===== config.mk =====
export PLATFORM = sky130hd
export DESIGN_NAME = reaction_timer_controller
export DESIGN_NICKNAME = d
export VERILOG_FILES = /design/src/rtl/reaction_timer_pkg.sv /design/src/rtl/reaction_timer_controller_ms_tick_gen.sv /design/src/rtl/reaction_timer_controller.sv
export SDC_FILE = /design/constraint.sdc
export NUM_CORES = 1
export LEC_CHECK = 0
export ABC_AREA = 1
export CAP_MARGIN = 20
export CORE_UTILIZATION = 60
export CTS_BUF_LIST = sky130_fd_sc_hd__clkbuf_4 sky130_fd_sc_hd__clkbuf_8
export CTS_CLUSTER_SIZE = 12
export DETAILED_ROUTE_END_ITERATION = 16
export PLACE_DENSITY = 0.9
export SYNTH_ARGS = -nofsm -noshare
export SYNTH_HDL_FRONTEND = slang
export SYNTH_SLANG_ARGS = --single-unit

===== constraint.sdc =====
create_clock -name clk -period 3.18 [get_ports clk]
set_input_delay 0.477 -clock clk [delete_from_list [all_inputs] [get_ports clk]]
set_output_delay 0.477 -clock clk [all_outputs]
set_load 0.01 [all_outputs]

===== src/rtl/reaction_timer_pkg.sv =====
// Shared types and widths for the reaction-timer controller.
package reaction_timer_pkg;

  localparam int unsigned RESULT_W = 14;
  localparam int unsigned DELAY_W  = 16;
  localparam int unsigned RAND_W   = 8;

  typedef enum logic [2:0] {
    S_IDLE    = 3'd0,
    S_LOAD    = 3'd1,
    S_CAPTURE = 3'd2,
    S_WAIT    = 3'd3,
    S_GO      = 3'd4,
    S_DONE    = 3'd5,
    S_FAULT   = 3'd6,
    S_TMO     = 3'd7
  } state_t;

  // A round is in progress from the LFSR request until the player responds.
  function automatic logic is_busy(input state_t s);
    return (s == S_LOAD) || (s == S_CAPTURE) || (s == S_WAIT) || (s == S_GO);
  endfunction

  // Terminal states wait for the next start pulse.
  function automatic logic is_idle_like(input state_t s);
    return (s == S_IDLE) || (s == S_DONE) || (s == S_FAULT) || (s == S_TMO);
  endfunction

endpackage


===== src/rtl/reaction_timer_controller_ms_tick_gen.sv =====
// Millisecond tick prescaler: tick is high while the count sits at TICK_CYCLES-1.
module ms_tick_gen #(
  parameter int unsigned TICK_CYCLES = 50000
) (
  input  logic clk,
  input  logic rst,
  input  logic clr,
  output logic tick
);

  localparam int unsigned PRE_W = (TICK_CYCLES > 1) ? $clog2(TICK_CYCLES) : 1;
  localparam logic [PRE_W-1:0] PRE_MAX = PRE_W'(TICK_CYCLES - 1);

  logic [PRE_W-1:0] prescaler;

  // Count 0..TICK_CYCLES-1 and wrap; clr restarts the millisecond boundary.
  always_ff @(posedge clk or posedge rst) begin
    if (rst) begin
      prescaler <= '0;
    end else if (clr || (prescaler == PRE_MAX)) begin
      prescaler <= '0;
    end else begin
      prescaler <= prescaler + PRE_W'(1);
    end
  end

  assign tick = (prescaler == PRE_MAX);

endmodule


===== src/rtl/reaction_timer_controller.sv =====
// Round sequencer: random wait, go LED, reaction measurement, false start and timeout.
module reaction_timer_controller
  import reaction_timer_pkg::*;
#(
  parameter int unsigned TICK_CYCLES  = 50000,
  parameter int unsigned MIN_DELAY_MS = 1000,
  parameter int unsigned DELAY_SCALE  = 8,
  parameter int unsigned MAX_REACT_MS = 9999
) (
  input  logic                clk,
  input  logic                rst,
  input  logic                start,
  input  logic                button,
  input  logic [RAND_W-1:0]   rand_in,
  output logic                rand_next,
  output logic                led_go,
  output logic                busy,
  output logic [RESULT_W-1:0] result_ms,
  output logic                result_valid,
  output logic                false_start,
  output logic                timeout
);

  localparam int unsigned SCALE_SHIFT = (DELAY_SCALE > 1) ? $clog2(DELAY_SCALE) : 0;
  localparam logic [DELAY_W-1:0]  MIN_DELAY = DELAY_W'(MIN_DELAY_MS);
  localparam logic [RESULT_W-1:0] MAX_REACT = RESULT_W'(MAX_REACT_MS);

  state_t state;
  state_t next_state;

  logic                tick;
  logic [DELAY_W-1:0]  delay_ms;
  logic [RESULT_W-1:0] ms_count;

  logic wait_done_c;
  logic go_limit_c;
  logic clr_c;
  logic cnt_clr_c;
  logic cnt_inc_c;
  logic load_delay_c;
  logic capture_result_c;
  logic enter_fault_c;
  logic enter_tmo_c;

  ms_tick_gen #(
    .TICK_CYCLES (TICK_CYCLES)
  ) u_tick (
    .clk  (clk),
    .rst  (rst),
    .clr  (clr_c),
    .tick (tick)
  );

  assign wait_done_c = tick && (DELAY_W'(ms_count) == (delay_ms - DELAY_W'(1)));
  assign go_limit_c  = tick && (ms_count == MAX_REACT);

  // State register.
  always_ff @(posedge clk or posedge rst) begin
    if (rst) begin
      state <= S_IDLE;
    end else begin
      state <= next_state;
    end
  end

  // Next-state and datapath control; the button wins over any same-cycle tick event.
  always_comb begin
    next_state       = state;
    clr_c            = 1'b0;
    cnt_clr_c        = 1'b0;
    cnt_inc_c        = 1'b0;
    load_delay_c     = 1'b0;
    capture_result_c = 1'b0;
    enter_fault_c    = 1'b0;
    enter_tmo_c      = 1'b0;
    unique case (state)
      S_IDLE, S_DONE, S_FAULT, S_TMO: begin
        if (start) begin
          next_state = S_LOAD;
        end
      end
      S_LOAD: begin
        next_state = S_CAPTURE;
      end
      S_CAPTURE: begin
        next_state   = S_WAIT;
        load_delay_c = 1'b1;
        clr_c        = 1'b1;
        cnt_clr_c    = 1'b1;
      end
      S_WAIT: begin
        if (button) begin
          next_state    = S_FAULT;
          enter_fault_c = 1'b1;
        end else if (wait_done_c) begin
          next_state = S_GO;
          clr_c      = 1'b1;
          cnt_clr_c  = 1'b1;
        end else if (tick) begin
          cnt_inc_c = 1'b1;
        end
      end
      S_GO: begin
        if (button) begin
          next_state       = S_DONE;
          capture_result_c = 1'b1;
        end else if (go_limit_c) begin
          next_state  = S_TMO;
          enter_tmo_c = 1'b1;
        end else if (tick) begin
          cnt_inc_c = 1'b1;
        end
      end
      default: begin
        next_state = S_IDLE;
      end
    endcase
  end

  // Random delay, millisecond counter and measured result.
  always_ff @(posedge clk or posedge rst) begin
    if (rst) begin
      delay_ms  <= '0;
      ms_count  <= '0;
      result_ms <= '0;
    end else begin
      if (load_delay_c) begin
        delay_ms <= MIN_DELAY + (DELAY_W'(rand_in) << SCALE_SHIFT);
      end
      if (cnt_clr_c) begin
        ms_count <= '0;
      end else if (cnt_inc_c) begin
        ms_count <= ms_count + RESULT_W'(1);
      end
      if (capture_result_c) begin
        result_ms <= ms_count;
      end else if (enter_fault_c) begin
        result_ms <= '0;
      end else if (enter_tmo_c) begin
        result_ms <= MAX_REACT;
      end
    end
  end

  // Moore outputs registered from the next state so they track the state register exactly.
  always_ff @(posedge clk or posedge rst) begin
    if (rst) begin
      rand_next    <= 1'b0;
      led_go       <= 1'b0;
      busy         <= 1'b0;
      result_valid <= 1'b0;
      false_start  <= 1'b0;
      timeout      <= 1'b0;
    end else begin
      rand_next    <= (next_state == S_LOAD);
      led_go       <= (next_state == S_GO);
      busy         <= is_busy(next_state);
      result_valid <= (next_state == S_DONE);
      false_start  <= (next_state == S_FAULT);
      timeout      <= (next_state == S_TMO);
    end
  end

endmodule


# [Word level (Yosys, flattened, before mapping)]
# Index checks and enable logic that the tools add are counted.
[totals] output_inout_bits=20 in_bits=12 register_bits=69 elab_cells=70
[classes] add_sub_neg=4 n_reduce_logical=10 mux=28 n_eq_ne=17
[ops] operator="two-way mux 14 bit" count=5
[ops] operator="equality test 3 bit (second input constant)" count=8
[ops] operator="adder 16 x 1 -> 16 bit (second input constant)" count=1
[ops] operator="equality test 14 x 16 -> 1 bit" count=1
[ops] operator="equality test 16 bit (second input constant)" count=1
[ops] operator="two-way mux 16 bit" count=1
[ops] operator="subtractor 16 x 1 -> 16 bit (second input constant)" count=1
[ops] operator="two-way mux 3 bit" count=5
[ops] operator="one-hot mux 3 bit (5 select lines)" count=1
[ops] operator="adder 14 x 1 -> 14 bit (second input constant)" count=1
[ops] operator="equality test 14 bit (second input constant)" count=1
[ops] operator="two-way mux 1 bit" count=14
[ops] operator="adder 10 x 11 -> 12 bit (first input constant)" count=1
[ops] operator="equality test 3 x 2 -> 1 bit (second input constant)" count=4
[ops] operator="equality test 3 x 1 -> 1 bit (second input constant)" count=2
[ops] operator="logical OR 1 bit" count=4
[ops] operator="one-hot mux 1 bit (2 select lines)" count=2
[ops] operator="OR reduction 4 bit" count=1
[ops] operator="logical NOT 3 bit" count=1
[ops] operator="nonzero test 3 bit" count=1
[ops] operator="logical AND 1 bit" count=2
[ops] operator="nonzero test 2 bit" count=1

# [Longest topological paths before layout]
[depth] word_depth=10 depth_mapped=19 mapped_depth_nobuf=19

# [Cells and area by module]
# From an unflattened synthesis, not the netlist that was laid out.
[unflattened] cells_unflattened=479 hier_area_um2=3639.7
[modules_own_cells] module="reaction_timer_controller" seq_area_each_um2=1151.1 cells_each=359 instances=1 area_per_inst_um2=2726.4
[modules_own_cells] module="ms_tick_gen" seq_area_each_um2=400.4 cells_each=120 instances=1 area_per_inst_um2=913.4

# [Least setup slack after synthesis]
# Ideal clock, no wire load.
[synth_path] path_type="flip-flop to flip-flop" startpoint="register delay_ms[3]" endpoint="register u_tick.prescaler[8]" t_arrival_ps=1922 n_path_buf=2 setup_slack_ps=1177 period_less_slack_ps=2003 t_required_ps=3100 setup_time_ps=80 path_stages_with_launch=16 cell_sequence="dfrtp_1 inv_1 ha_1 nand2_1 nor2_2 nand2_1 nand2_1 nand3_1 nand3_1 nor2_2 nand3_2 nand2_2 or2_1 buf_6 buf_6 nor3_2"
[synth_via] elab_chain_len=8
[synth_rtl] element="start: declaration" line="reaction_timer_controller.sv:32" source="logic [DELAY_W-1:0] delay_ms;"
[synth_rtl] element="start signal: assignment" line="reaction_timer_controller.sv:128" source="delay_ms <= MIN_DELAY + (DELAY_W'(rand_in) << SCALE_SHIFT);"
[synth_rtl] element="subtractor 16 x 1 -> 16 bit" line="reaction_timer_controller.sv:54" source="assign wait_done_c = tick && (DELAY_W'(ms_count) == (delay_ms - DELAY_W'(1)));"
[synth_rtl] element="equality test 14 x 16 -> 1 bit" line="reaction_timer_controller.sv:54"
[synth_rtl] element="logical AND 1 bit" line="reaction_timer_controller.sv:54"
[synth_rtl] element="two-way mux 1 bit" line="reaction_timer_controller.sv:95" source="end else if (wait_done_c) begin"
[synth_rtl] element="two-way mux 1 bit" line="reaction_timer_controller.sv:92" source="if (button) begin"
[synth_rtl] element="one-hot mux 1 bit (2 select lines)" line="reaction_timer_controller.sv:76" source="unique case (state)"
[synth_rtl] element="logical OR 1 bit" line="reaction_timer_controller_ms_tick_gen.sv:20" source="end else if (clr || (prescaler == PRE_MAX)) begin"
[synth_rtl] element="two-way mux 16 bit" line="reaction_timer_controller_ms_tick_gen.sv:20"
[synth_rtl] element="end signal: assignment" line="reaction_timer_controller_ms_tick_gen.sv:23" source="prescaler <= prescaler + PRE_W'(1);"
[synth_rtl] element="end: declaration" line="reaction_timer_controller_ms_tick_gen.sv:14" source="logic [PRE_W-1:0] prescaler;"
# Every way passes these cells.
# A chain may end at the register's enable or synchronous reset.

# [Worst setup path in the final report]
[layout_path] startpoint="register delay_ms[3]" endpoint="register u_tick.prescaler[3]"
# Same word-level chain as after synthesis.

==> impl_metrics.json <==
{
  "status": "finished clean",
  "r2r_slack_ns": 0.50,
  "slew-limit-headroom": 0.521,
  "crit_type": "flip-flop to flip-flop",
  "clock-root-buffer": "clkbuf_8",
  "hold_slack_ns": 0.459,
  "use_met1": 0.383,
  "drv_slew": 0,
  "cts.repair.resized": 0,
  "cts_tree": "yes",
  "fin_area_um2": 4300,
  "io_pins": 32,
  "vias_per_cell": 5.61,
  "yosysTopAreaCell": "dfrtp_1",
  "critPathLaunchType": "flip-flop",
  "routabilityCongestion": 0.905,
  "grt.overflow.total": 0,
  "groute.usage.overall": 0.305,
  "hold_viol": 0,
  "min_path_cells": 1,
  "worstPathMaxFanout": 16,
  "synth_cells": 500,
  "ys_types": 37,
  "dp_hpwl_um": 6720,
  "clkTransAtPathRegs_ns": 0.07,
  "met3_usage": 0.0506,
  "netlist.area_leader.share": 0.416,
  "area_growth_pct": 15.3,
  "grt_pass1_wl_um": 15200,
  "r2r-end": "u_tick.prescaler[3]",
  "power_density_nw_per_um2": 750,
  "hold_buffers": 0,
  "skew_ns": 0.00606,
  "wl_per_cell_um": 14.6,
  "synth_fa_ha_area_frac": 0.0134,
  "vias": 3455,
  "period_share": 0.843,
  "cts.htree.levels": 3,
  "hold_path.class": "flip-flop to flip-flop",
  "synth_compound_area_frac": 0.0651,
  "synth_edf_count": 0,
  "peakVddDrop_uv": 670,
  "critPathArrivalTime_ns": 2.87,
  "max-cap-violations": 0,
  "die_h_um": 80.8,
  "fp.dieArea_um2": 6530,
  "hp-start": "u_tick.prescaler[0]",
  "rows": 28,
  "worst_slew_pin_slew_ns": 0.718,
  "cts_buffer_depth": 2,
  "seq_area_um2": 1550,
  "hold_end": "u_tick.prescaler[0]",
  "antennaDiodeCount": 0,
  "ys_ff_latch": 62,
  "synthTopCellsByArea": "dfrtp_1 42%, nand2_1 12%, nor2_1 7.5%",
  "syn_avg_cell_area_um2": 7.45,
  "initial_core_util": 0.626,
  "synth_xor_area_frac": 0.0517,
  "grt_max_degree": 34,
  "syn_nets": 516,
  "drc": 0,
  "postLayoutCoreUtil": 0.721,
  "antenna_found_initial": 0,
  "place_ws_ns": 0.577,
  "busiest_layer": "met2",
  "seq_area_frac_synth": 0.416,
  "die_w_um": 80.8,
  "synth_most_common_cell": "nand2_1",
  "finalSetupTns_ns": 0,
  "cts_setup_buffers": 0,
  "fin_ws_ns": 0.500,
  "clock_sinks": 62,
  "max_freq_mhz": 373,
  "core-area_um2": 5960,
  "p_leak_nw": 1.98,
  "synth_top_family_by_area": "simple AND/OR/NAND/NOR gates",
  "placed_area_um2": 4100,
  "first_pass_iters": 6,
  "rsz0062_at_grt": "false",
  "async_reset_ff_frac": 1.00,
  "r2r_cells": 14,
  "synth_mux_area_frac": 0,
  "clock_latency_ns": 0.34,
  "synth_ff_type": "dfrtp_1",
  "yosys_warnings": 0,
  "ant_nets": 0,
  "p_total_mw": 3.22,
  "routed_wirelength_um": 8970,
  "crit_path_end_kind": "flip-flop",
  "syn_area_um2": 3730,
  "multi_input_area_um2": 1880,
  "cts-buffers-inserted": 9,
  "drive_above_1_share": 0.0924,
  "finalSetupViolations": 0,
  "grt_pass1_vias": 3346,
  "synthTopCellsByCount": "115 x nand2_1, 74 x nor2_1, 62 x dfrtp_1, 57 x inv_1, 30 x nand3_1",
  "dp_cells": 600,
  "rr_startpoint": "delay_ms[3]",
  "fin_nets": 552,
  "stdcell_count": 616,
  "synth-simple-area-share": 0.373,
  "use_met2": 0.507,
  "io_buffers": 31,
  "crit_required_ns": 3.37,
  "first_iter_violations": 279,
  "fin_crit_ns": 2.68,
  "fillerInstances": 474
}
-- cell families (layout without fill, tap and decap cells) --
| kind of cell | Yosys count | in the layout |
|---|---|---|
| flip-flops | 62 | 62 |
| XOR/XNOR | 22 | 22 |
| AND/OR/NAND/NOR | 294 | 294 |
| AO/OA/AOI/OAI | 46 | 46 |
| buffers and inverters | 72 | 113 |
| adder cells (fa/ha/maj) | 4 | 4 |
-- layout by cell type (no fill, tap or decap), types with 2 or more instances in the layout --
cell,count
inv_1,56
nor3_4,2
buf_4,2
nor2_2,3
nand3_4,2
inv_2,7
nor3b_1,3
xor2_1,16
xnor2_1,6
clkdlybuf4s50_1,31
clkbuf_8,9
nand2_2,7
clkinv_2,2
nor2_1,74
nor4_1,4
clkbuf_4,3
ha_1,4
nand4_1,20
o21ai_0,19
nand2_1,115
nor2_4,2
nand3_1,30
dfrtp_1,62
nand3b_1,2
o21ai_1,3
a21oi_1,19
nor3_1,20
nor3_2,4
-- state kept, by name (all words and copies together), names as in the netlist --
register,count
u_tick.prescaler,16
ms_count,14
result_ms,14
delay_ms,9
state,3
busy,1
false_start,1
led_go,1
rand_next,1
result_valid,1
timeout,1
-- metal layers --
metal / up-vias / routed length, um
met1: 1624 / 3960
li1: 1687 / -
met3: 27 / 440
met5: - / 0
met4: 0 / 252
met2: 117 / 4320
-- critical path, stage by stage, from the launching register on --
cell     delay (ns)
dfrtp_1        0.42
inv_1          0.13
ha_1           0.24
nand2_1        0.12
nor2_2         0.17
nand2_1        0.07
nand2_1        0.07
nand2_1        0.05
nor2_1         0.08
nand3_1        0.11
nor2_2         0.14
nand3_2        0.09
nand2_2        0.22
or2_1          0.51
nor3b_1        0.12
-- how the worst max path moves through the flow --
stage                      from                   end  cells past startpoint
floorplan                   rst                  busy                      1
global placement    delay_ms[3]   u_tick.prescaler[2]                     14
detailed placement  delay_ms[3]  u_tick.prescaler[14]                     14
CTS                 delay_ms[3]  u_tick.prescaler[14]                     14
global route        delay_ms[3]   u_tick.prescaler[3]                     14
finish              delay_ms[3]   u_tick.prescaler[3]                     14
-- layout make-up --
class / count / share of cell area
multi-input cells: 366 / 0.437
flip-flops and latches: 62 / 0.361
repair buffers: 34 / 0.0804
inverters: 63 / 0.0550
clock buffers: 12 / 0.0341
well taps: 75 / 0.0218
clock inverters: 4 / 0.0111
-- power breakdown --
group	switching, mW	internal (mW)	leakage [nW]
logic	0.840	0.535	1.07
registers	0.167	0.988	0.811
clock network	0.306	0.386	0.101
No activity file was read; power rests on OpenSTA's default activity.
